File: config.mk
export PLATFORM = sky130hd
export DESIGN_NAME = ap_out_collector_flat
export DESIGN_NICKNAME = d
export VERILOG_FILES = /design/src/rtl/ap_out_collector_if.sv /design/src/rtl/ap_out_collector.sv /design/src/flat_wrapper.sv
export SDC_FILE = /design/constraint.sdc
export NUM_CORES = 1
export LEC_CHECK = 0
export BUFFER_PORTS_ARGS = -buffer_cell sky130_fd_sc_hd__buf_2
export CAP_MARGIN = 20
export CELL_PAD_IN_SITES_DETAIL_PLACEMENT = 1
export CELL_PAD_IN_SITES_GLOBAL_PLACEMENT = 1
export CORE_AREA = 8 8 174 176
export CTS_BUF_LIST = sky130_fd_sc_hd__clkbuf_16
export CTS_CLUSTER_SIZE = 28
export DETAILED_ROUTE_END_ITERATION = 8
export DIE_AREA = 0 0 182 184
export GPL_TIMING_DRIVEN = 0
export PLACE_DENSITY = 0.89
export SLEW_MARGIN = 25
export SYNTH_ARGS = -nofsm -noshare
export SYNTH_HDL_FRONTEND = slang
export SYNTH_SLANG_ARGS = --single-unit
File: constraint.sdc
create_clock -name clk -period 10 [get_ports clk]
set_input_delay 2 -clock clk [delete_from_list [all_inputs] [get_ports clk]]
set_output_delay 2 -clock clk [all_outputs]
set_load 0.05 [all_outputs]
File: src/rtl/ap_out_collector_if.sv
// Write-side bus of the accelerator output collector: show-ahead word, byte mask and
// word address, with a valid/ready handshake towards the result memory.
interface ap_out_collector_if #(
    parameter int outport = 8,
    parameter int N_core  = 8,
    parameter int AW      = 10
);
    logic                      wr_valid;
    logic                      wr_ready;
    logic [outport*N_core-1:0] wr_data;
    logic [N_core-1:0]         wr_mask;
    logic [AW-1:0]             wr_addr;

    modport master (output wr_valid, output wr_data, output wr_mask, output wr_addr, input wr_ready);
    modport slave  (input wr_valid, input wr_data, input wr_mask, input wr_addr, output wr_ready);
endinterface

File: src/rtl/ap_out_collector.sv
// Collects per-core accelerator results into a small show-ahead FIFO and streams them
// to memory as masked words at consecutive addresses, one frame per start pulse.
module ap_out_collector #(
    parameter int outport = 8,
    parameter int N_core  = 8,
    parameter int DEPTH   = 4,
    parameter int AW      = 10
) (
    input  logic                      clk,
    input  logic                      reset,
    input  logic [outport*N_core-1:0] in_data,
    input  logic [N_core-1:0]         in_en,
    input  logic                      start,
    input  logic [AW-1:0]             frame_len,
    ap_out_collector_if.master        wr,
    output logic                      busy,
    output logic                      done,
    output logic                      overflow,
    output logic [$clog2(DEPTH):0]    fifo_level
);
    localparam int DW = outport * N_core;
    localparam int EW = DW + N_core;
    localparam int PW = $clog2(DEPTH);
    localparam logic [AW-1:0] ADDR_ONE = {{(AW-1){1'b0}}, 1'b1};
    localparam logic [PW-1:0] PTR_ONE  = {{(PW-1){1'b0}}, 1'b1};
    localparam logic [PW:0]   CNT_ONE  = {{PW{1'b0}}, 1'b1};
    localparam logic [PW:0]   CNT_FULL = (PW+1)'(DEPTH);

    typedef enum logic [1:0] {
        ST_IDLE  = 2'd0,
        ST_RUN   = 2'd1,
        ST_DRAIN = 2'd2
    } state_t;

    state_t        state_r;
    state_t        state_nxt_s;
    logic [EW-1:0] mem_r [DEPTH];
    logic [PW-1:0] wr_ptr_r;
    logic [PW-1:0] rd_ptr_r;
    logic [PW:0]   count_r;
    logic [AW-1:0] addr_r;
    logic [AW-1:0] push_cnt_r;
    logic [AW-1:0] push_cnt_inc_s;
    logic [AW-1:0] frame_len_r;
    logic          done_r;
    logic          done_nxt_s;
    logic          overflow_r;
    logic [DW-1:0] lane_data_s;
    logic [EW-1:0] head_s;
    logic          empty_s;
    logic          full_s;
    logic          push_s;
    logic          pop_s;
    logic          accept_s;
    logic          drop_s;
    logic          frame_start_s;

    assign empty_s        = (count_r == '0);
    assign full_s         = (count_r == CNT_FULL);
    assign push_s         = (state_r == ST_RUN) && (in_en != '0);
    assign pop_s          = !empty_s && wr.wr_ready;
    // A full FIFO still takes the new entry when the head leaves in the same cycle.
    assign accept_s       = push_s && (!full_s || pop_s);
    assign drop_s         = push_s && full_s && !pop_s;
    assign frame_start_s  = (state_r == ST_IDLE) && start && (frame_len != '0);
    assign push_cnt_inc_s = push_cnt_r + ADDR_ONE;
    assign head_s         = mem_r[rd_ptr_r];

    assign wr.wr_valid = !empty_s;
    assign wr.wr_data  = empty_s ? '0 : head_s[EW-1:N_core];
    assign wr.wr_mask  = empty_s ? '0 : head_s[N_core-1:0];
    assign wr.wr_addr  = addr_r;
    assign busy        = (state_r != ST_IDLE);
    assign done        = done_r;
    assign overflow    = overflow_r;
    assign fifo_level  = count_r;

    // Zero the lanes whose enable bit is clear.
    always_comb begin
        lane_data_s = '0;
        for (int k = 0; k < N_core; k++) begin
            if (in_en[k]) begin
                lane_data_s[outport*k +: outport] = in_data[outport*k +: outport];
            end else begin
                lane_data_s[outport*k +: outport] = '0;
            end
        end
    end

    // Next-state and done-pulse decode.
    always_comb begin
        state_nxt_s = state_r;
        done_nxt_s  = 1'b0;
        case (state_r)
            ST_IDLE: begin
                if (start && (frame_len == '0)) begin
                    done_nxt_s = 1'b1;
                end else if (start) begin
                    state_nxt_s = ST_RUN;
                end else begin
                    state_nxt_s = ST_IDLE;
                end
            end
            ST_RUN: begin
                if (push_s && (push_cnt_inc_s == frame_len_r)) begin
                    state_nxt_s = ST_DRAIN;
                end else begin
                    state_nxt_s = ST_RUN;
                end
            end
            ST_DRAIN: begin
                if (empty_s) begin
                    state_nxt_s = ST_IDLE;
                    done_nxt_s  = 1'b1;
                end else begin
                    state_nxt_s = ST_DRAIN;
                end
            end
            default: begin
                state_nxt_s = ST_IDLE;
                done_nxt_s  = 1'b0;
            end
        endcase
    end

    // State register and done pulse.
    always_ff @(posedge clk or negedge reset) begin
        if (!reset) begin
            state_r <= ST_IDLE;
            done_r  <= 1'b0;
        end else begin
            state_r <= state_nxt_s;
            done_r  <= done_nxt_s;
        end
    end

    // FIFO storage; only slots between the pointers are ever observed.
    always_ff @(posedge clk) begin
        if (accept_s) begin
            mem_r[wr_ptr_r] <= {lane_data_s, in_en};
        end
    end

    // FIFO pointers and occupancy.
    always_ff @(posedge clk or negedge reset) begin
        if (!reset) begin
            wr_ptr_r <= '0;
            rd_ptr_r <= '0;
            count_r  <= '0;
        end else begin
            if (accept_s) begin
                wr_ptr_r <= wr_ptr_r + PTR_ONE;
            end
            if (pop_s) begin
                rd_ptr_r <= rd_ptr_r + PTR_ONE;
            end
            case ({accept_s, pop_s})
                2'b10:   count_r <= count_r + CNT_ONE;
                2'b01:   count_r <= count_r - CNT_ONE;
                default: count_r <= count_r;
            endcase
        end
    end

    // Frame bookkeeping: length, push attempts, write address and sticky overflow.
    always_ff @(posedge clk or negedge reset) begin
        if (!reset) begin
            frame_len_r <= '0;
            push_cnt_r  <= '0;
            addr_r      <= '0;
            overflow_r  <= 1'b0;
        end else if (frame_start_s) begin
            frame_len_r <= frame_len;
            push_cnt_r  <= '0;
            addr_r      <= '0;
            overflow_r  <= 1'b0;
        end else begin
            if (push_s) begin
                push_cnt_r <= push_cnt_inc_s;
            end
            if (drop_s) begin
                overflow_r <= 1'b1;
            end
            if (pop_s) begin
                addr_r <= addr_r + ADDR_ONE;
            end
        end
    end
endmodule

File: src/flat_wrapper.sv
// flat-port wrapper written by rule: the top's interface ports become plain ports
module ap_out_collector_flat 
#(
    parameter int outport = 8,
    parameter int N_core  = 8,
    parameter int DEPTH   = 4,
    parameter int AW      = 10
)
  (clk, reset, in_data, in_en, start, frame_len, busy, done, overflow, fifo_level, wr_wr_valid, wr_wr_data, wr_wr_mask, wr_wr_addr, wr_wr_ready);
  ap_out_collector_if #(.outport(outport), .N_core(N_core), .AW(AW)) wr_i ();
  input  logic clk;
  input  logic reset;
  input  logic [outport*N_core-1:0] in_data;
  input  logic [N_core-1:0] in_en;
  input  logic start;
  input  logic [AW-1:0] frame_len;
  output logic busy;
  output logic done;
  output logic overflow;
  output logic [$clog2(DEPTH):0] fifo_level;
  output wire logic [$bits(wr_i.wr_valid)-1:0] wr_wr_valid;
  output wire logic [$bits(wr_i.wr_data)-1:0] wr_wr_data;
  output wire logic [$bits(wr_i.wr_mask)-1:0] wr_wr_mask;
  output wire logic [$bits(wr_i.wr_addr)-1:0] wr_wr_addr;
  input wire logic [$bits(wr_i.wr_ready)-1:0] wr_wr_ready;
  assign wr_wr_valid = wr_i.wr_valid;
  assign wr_wr_data = wr_i.wr_data;
  assign wr_wr_mask = wr_i.wr_mask;
  assign wr_wr_addr = wr_i.wr_addr;
  assign wr_i.wr_ready = wr_wr_ready;
  ap_out_collector #(.outport(outport), .N_core(N_core), .DEPTH(DEPTH), .AW(AW)) u_core (.clk(clk), .reset(reset), .in_data(in_data), .in_en(in_en), .start(start), .frame_len(frame_len), .wr(wr_i), .busy(busy), .done(done), .overflow(overflow), .fifo_level(fifo_level));
endmodule
# Word level (Yosys, flattened, before mapping)
# Memory sizes are Yosys's and may differ from the RTL's.
# Index checks and enable logic that the tools add are counted.
dict set report totals {
  input_bits 86
  elab_cells 73
  ramBits 288
  regBits 41
  memories 1
  out_inout_bits 89
}
dict set report op_classes {
  n_eq_ne 7
  n_addsub 6
  reduce_logical 23
  n_mux 27
}
# memory words word_bits rd rd_ports_with_merged_regs wr line_no
set mem_list {}
lappend mem_list {u_core.mem_r 4 72 1 0 1 ap_out_collector.sv:37} ;# logic [EW-1:0] mem_r [DEPTH];
# op n
set ops {}
lappend ops {{8-bit two-way mux} 9}
lappend ops {{64-bit two-way mux} 1}
lappend ops {{10-bit two-way mux} 4}
lappend ops {{10-bit by 1-bit adder with 10-bit output, second input constant} 2}
lappend ops {{10-bit == test} 1}
lappend ops {{10-bit logical NOT} 1}
lappend ops {{10-bit nonzero test} 1}
lappend ops {{2-bit nonzero test} 5}
lappend ops {{1-bit logical AND} 9}
lappend ops {{8-bit nonzero test} 1}
lappend ops {{1-bit two-way mux} 7}
lappend ops {{2-bit two-way mux} 3}
lappend ops {{2-bit case mux with 3 select lines} 1}
lappend ops {{3-bit case mux with 2 select lines} 1}
lappend ops {{2-bit by 1-bit adder with 2-bit output, second input constant} 2}
lappend ops {{2-bit by 1-bit == test with 1-bit output, second input constant} 2}
lappend ops {{2-bit == test, second input constant} 2}
lappend ops {{3-bit by 1-bit adder with 3-bit output, second input constant} 1}
lappend ops {{3-bit == test, second input constant} 1}
lappend ops {{1-bit logical NOT} 3}
lappend ops {{3-bit logical NOT} 1}
lappend ops {{3-bit by 1-bit subtractor with 3-bit output, second input constant} 1}
lappend ops {{2-bit logical NOT} 1}
lappend ops {{2-bit != test, second input constant} 1}
lappend ops {{2 further kinds} 2}

# Logic depth before layout (Yosys ltp)
dict set report depth {
  depth_word 7
  depth_mapped 10
  depth_no_buf 10
}

# Least setup slack after synthesis
# Ideal clock, no wire load.
dict set report synth_timing {
  kind {input port to flip-flop}
  start {in in_en[2]}
  end {mem u_core.mem_r[0][0] (netlist name) (enable)}
  stages 4
  n_path_buf 0
  t_required_ns 9.562
  setup_time_ns 0.438
  t_arrival_ns 4.303
  slack_ns 5.259
  cell_sequence {or4_1 > o21ai_4 > nor2_1 > and2_1}
}
dict set report synth_via {
  elab_chain_len 5
}
# element line_no
set synth_rtl {}
lappend synth_rtl {{start: declaration} flat_wrapper.sv:14} ;# input logic [N_core-1:0] in_en;
lappend synth_rtl {{8-bit nonzero test} ap_out_collector.sv:60} ;# assign push_s = (state_r == ST_RUN) && (in_en != '0);
lappend synth_rtl {{1-bit logical AND} ap_out_collector.sv:60}
lappend synth_rtl {{1-bit logical AND} ap_out_collector.sv:63} ;# assign accept_s = push_s && (!full_s || pop_s);
lappend synth_rtl {{1-bit two-way mux} ap_out_collector.sv:139} ;# if (accept_s) begin
lappend synth_rtl {{1-bit two-way mux (implied by the code)} ap_out_collector.sv:140} ;# mem_r[wr_ptr_r] <= {lane_data_s, in_en};
lappend synth_rtl {{end: declaration} ap_out_collector.sv:37}
# Every way passes these cells.

# Final worst setup path
dict set report layout_timing {
  start {reg u_core.rd_ptr_r[1]}
  end {out wr_wr_data[61]}
}
dict set report layout_via {
  elab_chain_len 2
}
# element line_no
set layout_rtl {}
lappend layout_rtl {{start: declaration} ap_out_collector.sv:39} ;# logic [PW-1:0] rd_ptr_r;
lappend layout_rtl {{start signal: assignment} ap_out_collector.sv:155} ;# rd_ptr_r <= rd_ptr_r + PTR_ONE;
lappend layout_rtl {{memory read 4 x 72 bit} --}
lappend layout_rtl {{64-bit two-way mux} ap_out_collector.sv:70} ;# assign wr.wr_data = empty_s ? '0 : head_s[EW-1:N_core];
lappend layout_rtl {{end: declaration} flat_wrapper.sv:22} ;# output wire logic [$bits(wr_i.wr_data)-1:0] wr_wr_data;
# Every way passes these cells.

==> results by group <==
Yosys
  • Post-Syn Instances: 751
  • Synth Area per Inst: 18.0 um^2
  • Syn. warnings: 0
  • Flop and latch count out of synthesis: 329
  • Mapped Nets: 845
  • Primary FF master, synth: edfxtp_1
  • Ys async rst share: 12.5%
  • Post-synthesis sequential area ratio: 71.4%
  • Post-Syn Area: 13,500 um^2
  • Unique cell type count in the Yosys netlist: 55
  • EDFF count, synth: 288

Finish
  • Layout net count: 1,059
  • Area growth syn-to-layout: 18.3%
  • # diodes: 0
  • Commonest non-fill, non-tap cell in the layout: edfxtp_1
  • Most frequent cells in the layout: edfxtp_1 (288), buf_2 (185), and2_1 (137), mux4_2 (72), dfrtp_1 (41)
  • Layout cells sized above 1: 33.5%
  • Design Area, Final: 16,000 um^2

Detailed routing
  • DRT antenna net count: 0
  • Detailed Route WL: 32,200 um
  • Vias: 7,629
  • Vias per cell: 5.71
  • DRT iter0 DRCs: 459
  • Wire length per cell: 24.1 um
  • DR DRC count: 0
  • Drt pass-1 iters: 5

Clock network
  • CTS Root Cell: clkbuf_16
  • TritonCTS clock tree: yes
  • Post CTS Setup Buffer Count: 0
  • CTS clk-pin slew, worst paths: 0.06 ns
  • Clock sink total: 329
  • CTS buffer count: 34
  • CTS Hold Bufs: 0
  • Post-CTS resize count: 0
  • Clk buf depth: 3
  • Clk_lat worst skew: 0.51 ns
  • Max H-tree Level: 2

Worst setup path
  • CP max FO: 10
  • Critical Path Sink Type: output pin
  • Startpoint types: register
  • CP Data Arrival Time: 2.82 ns
  • R2R cell count: 5
  • Worst endpoint required time: 8.00 ns
  • CP Class: reg2out

STA
  • Min Hold Slack: 0.521 ns
  • Final setup violation count: 0
  • Clk_skew: 0.0198 ns
  • Final TNS setup: 0 ns
  • Tcrit/Tclk final: 48.2%
  • RSZ-0062 raised after global routing: no
  • Minimum clock period: 4.82 ns
  • Slew Viols, Final: 0
  • Slew headroom: 39.5%
  • Slew @ Worst Pin: 0.908 ns
  • Fmax: 208 MHz
  • Final Hold Viols: 0

Global route
  • Initial antenna violation count: 1
  • Vias in the first global route: 8,667
  • First-pass GRT wire length: 49,700 um
  • Met3 Usage GRT: 3.66%
  • M2 GR Usage: 33.9%
  • Largest net degree at the start of global routing: 46
  • GR met1 Demand/Resource: 23.6%
  • Most used routing layer: met2
  • Total track usage: 19.2%
  • Total gr overflow: 0

Floorplanning
  • Die area: 33,500 um^2
  • Die width: 182 um
  • Row count: 61
  • Core box area: 27,500 um^2
  • Die Y: 184 um
  • Starting Density: 49.3%
  • IO Count: 175

Hold path
  • Hold WC Path Type: reg2reg
  • Hold path depth: 1

Placed design
  • GPL Wtd Cong: 0.783
  • Placed inst area: 15,000 um^2
  • Hpwl dp: 21,200 um
  • Port Buffer Count: 174

Run
  • Max cap viols: 0

Outcome
  • Status: complete, no violations
## synthesized netlist by cell type (2+ instances only)
library cell  number  area share [%]
nand2_1           15            0.42
and2_1           141             6.5
a21oi_1            3            0.11
buf_2             12            0.44
clkbuf_1          14            0.39
o41ai_1            5            0.32
xor2_1            15            0.97
nor3_1             2           0.074
a31oi_1            3            0.14
xnor2_1           11            0.71
o21ai_1            4            0.15
nor2_1            20            0.55
o21ai_0           14            0.52
edfxtp_1         288              64
or4_1              2            0.11
inv_1             11            0.30
nor2b_1            3            0.14
or3_1              4            0.18
mux2_2             8            0.67
and3_1             4            0.18
nor4_1             2           0.092
o21a_1             2            0.11
o211ai_1           2            0.11
nand3_1            7            0.26
nor4b_1            2            0.13
and4_1             2            0.13
dfrtp_1           41             7.6
buf_1              4            0.11
buf_4              2            0.11
ha_1               7            0.65
mux4_2            72              12
nand4_1            5            0.23
o31ai_1            2            0.11
## worst paths after layout
check                                      from                   end  slack [ns]
setup / recovery             u_core.rd_ptr_r[1]        wr_wr_data[61]        5.18
hold / removal             u_core.push_cnt_r[9]  u_core.push_cnt_r[9]        0.52
setup reg to reg              u_core.state_r[0]   u_core.mem_r[1][42]        7.21
hold reg to reg            u_core.push_cnt_r[9]  u_core.push_cnt_r[9]        0.52
max in group asynchronous                 reset  u_core.push_cnt_r[7]        8.13
min in group asynchronous                 reset  u_core.wr.wr_addr[8]        1.49
## cell families (layout without fill, tap and decap cells)
| kind of cell | after synthesis | after routing | synth area share, % |
|---|---|---|---|
| AND/OR/NAND/NOR | 217 | 217 | 9.53 |
| multiplexers | 81 | 81 | 12.7 |
| buffers and inverters | 44 | 284 | 1.39 |
| XOR/XNOR | 26 | 26 | 1.68 |
| flip-flops | 329 | 329 | 71.4 |
| AO/OA/AOI/OAI | 46 | 46 | 2.48 |
| adder cells (fa/ha/maj) | 8 | 8 | 0.794 |
## routing by layer
metal / up-vias / wire (um)
met4: 2 / 726
li1: 3330 / -
met2: 219 / 16600
met5: - / 13
met3: 60 / 1640
met1: 4018 / 13200
## worst max-delay path, cell delays in order (launching register included)
cell and delay, ns:
dfrtp_1 0.32, clkbuf_1 0.56, buf_1 0.61, mux4_2 0.43
and2_1 0.18, buf_2 0.21
## layout make-up
type	instances	area, um^2
plain buffers	32	143
clock buffers	35	876
clock inverters	27	188
fillers	2524	11500
inverters	12	45.0
multi-input cells	378	3690
flip-flops and latches	329	9670
well taps	346	433
repair buffers	178	968
## sequential cells by signal (all words and copies together), names as in the netlist, 2 cells and up
signal and cells:
u_core.wr_ptr_r 2, u_core.state_r 2, u_core.mem_r 288, u_core.push_cnt_r 10, u_core.wr.wr_addr 10, u_core.rd_ptr_r 2
u_core.fifo_level 3, u_core.frame_len_r 10
## through the flow
step / util, % / instances / worst slack, ns
2_1_floorplan: - / 751 / 5.26
3_3_place_gp: 54.0 / 1271 / 3.40
3_5_place_dp: 54.4 / 1275 / 5.31
4_1_cts: 58.3 / 1337 / 5.14
5_1_grt: 58.3 / 1337 / 5.06
6_report: 58.3 / 1337 / 5.18
Power is left out: the tool's default activity adds up to more than one toggle a clock period on the data nets, which glitch-free logic cannot reach.
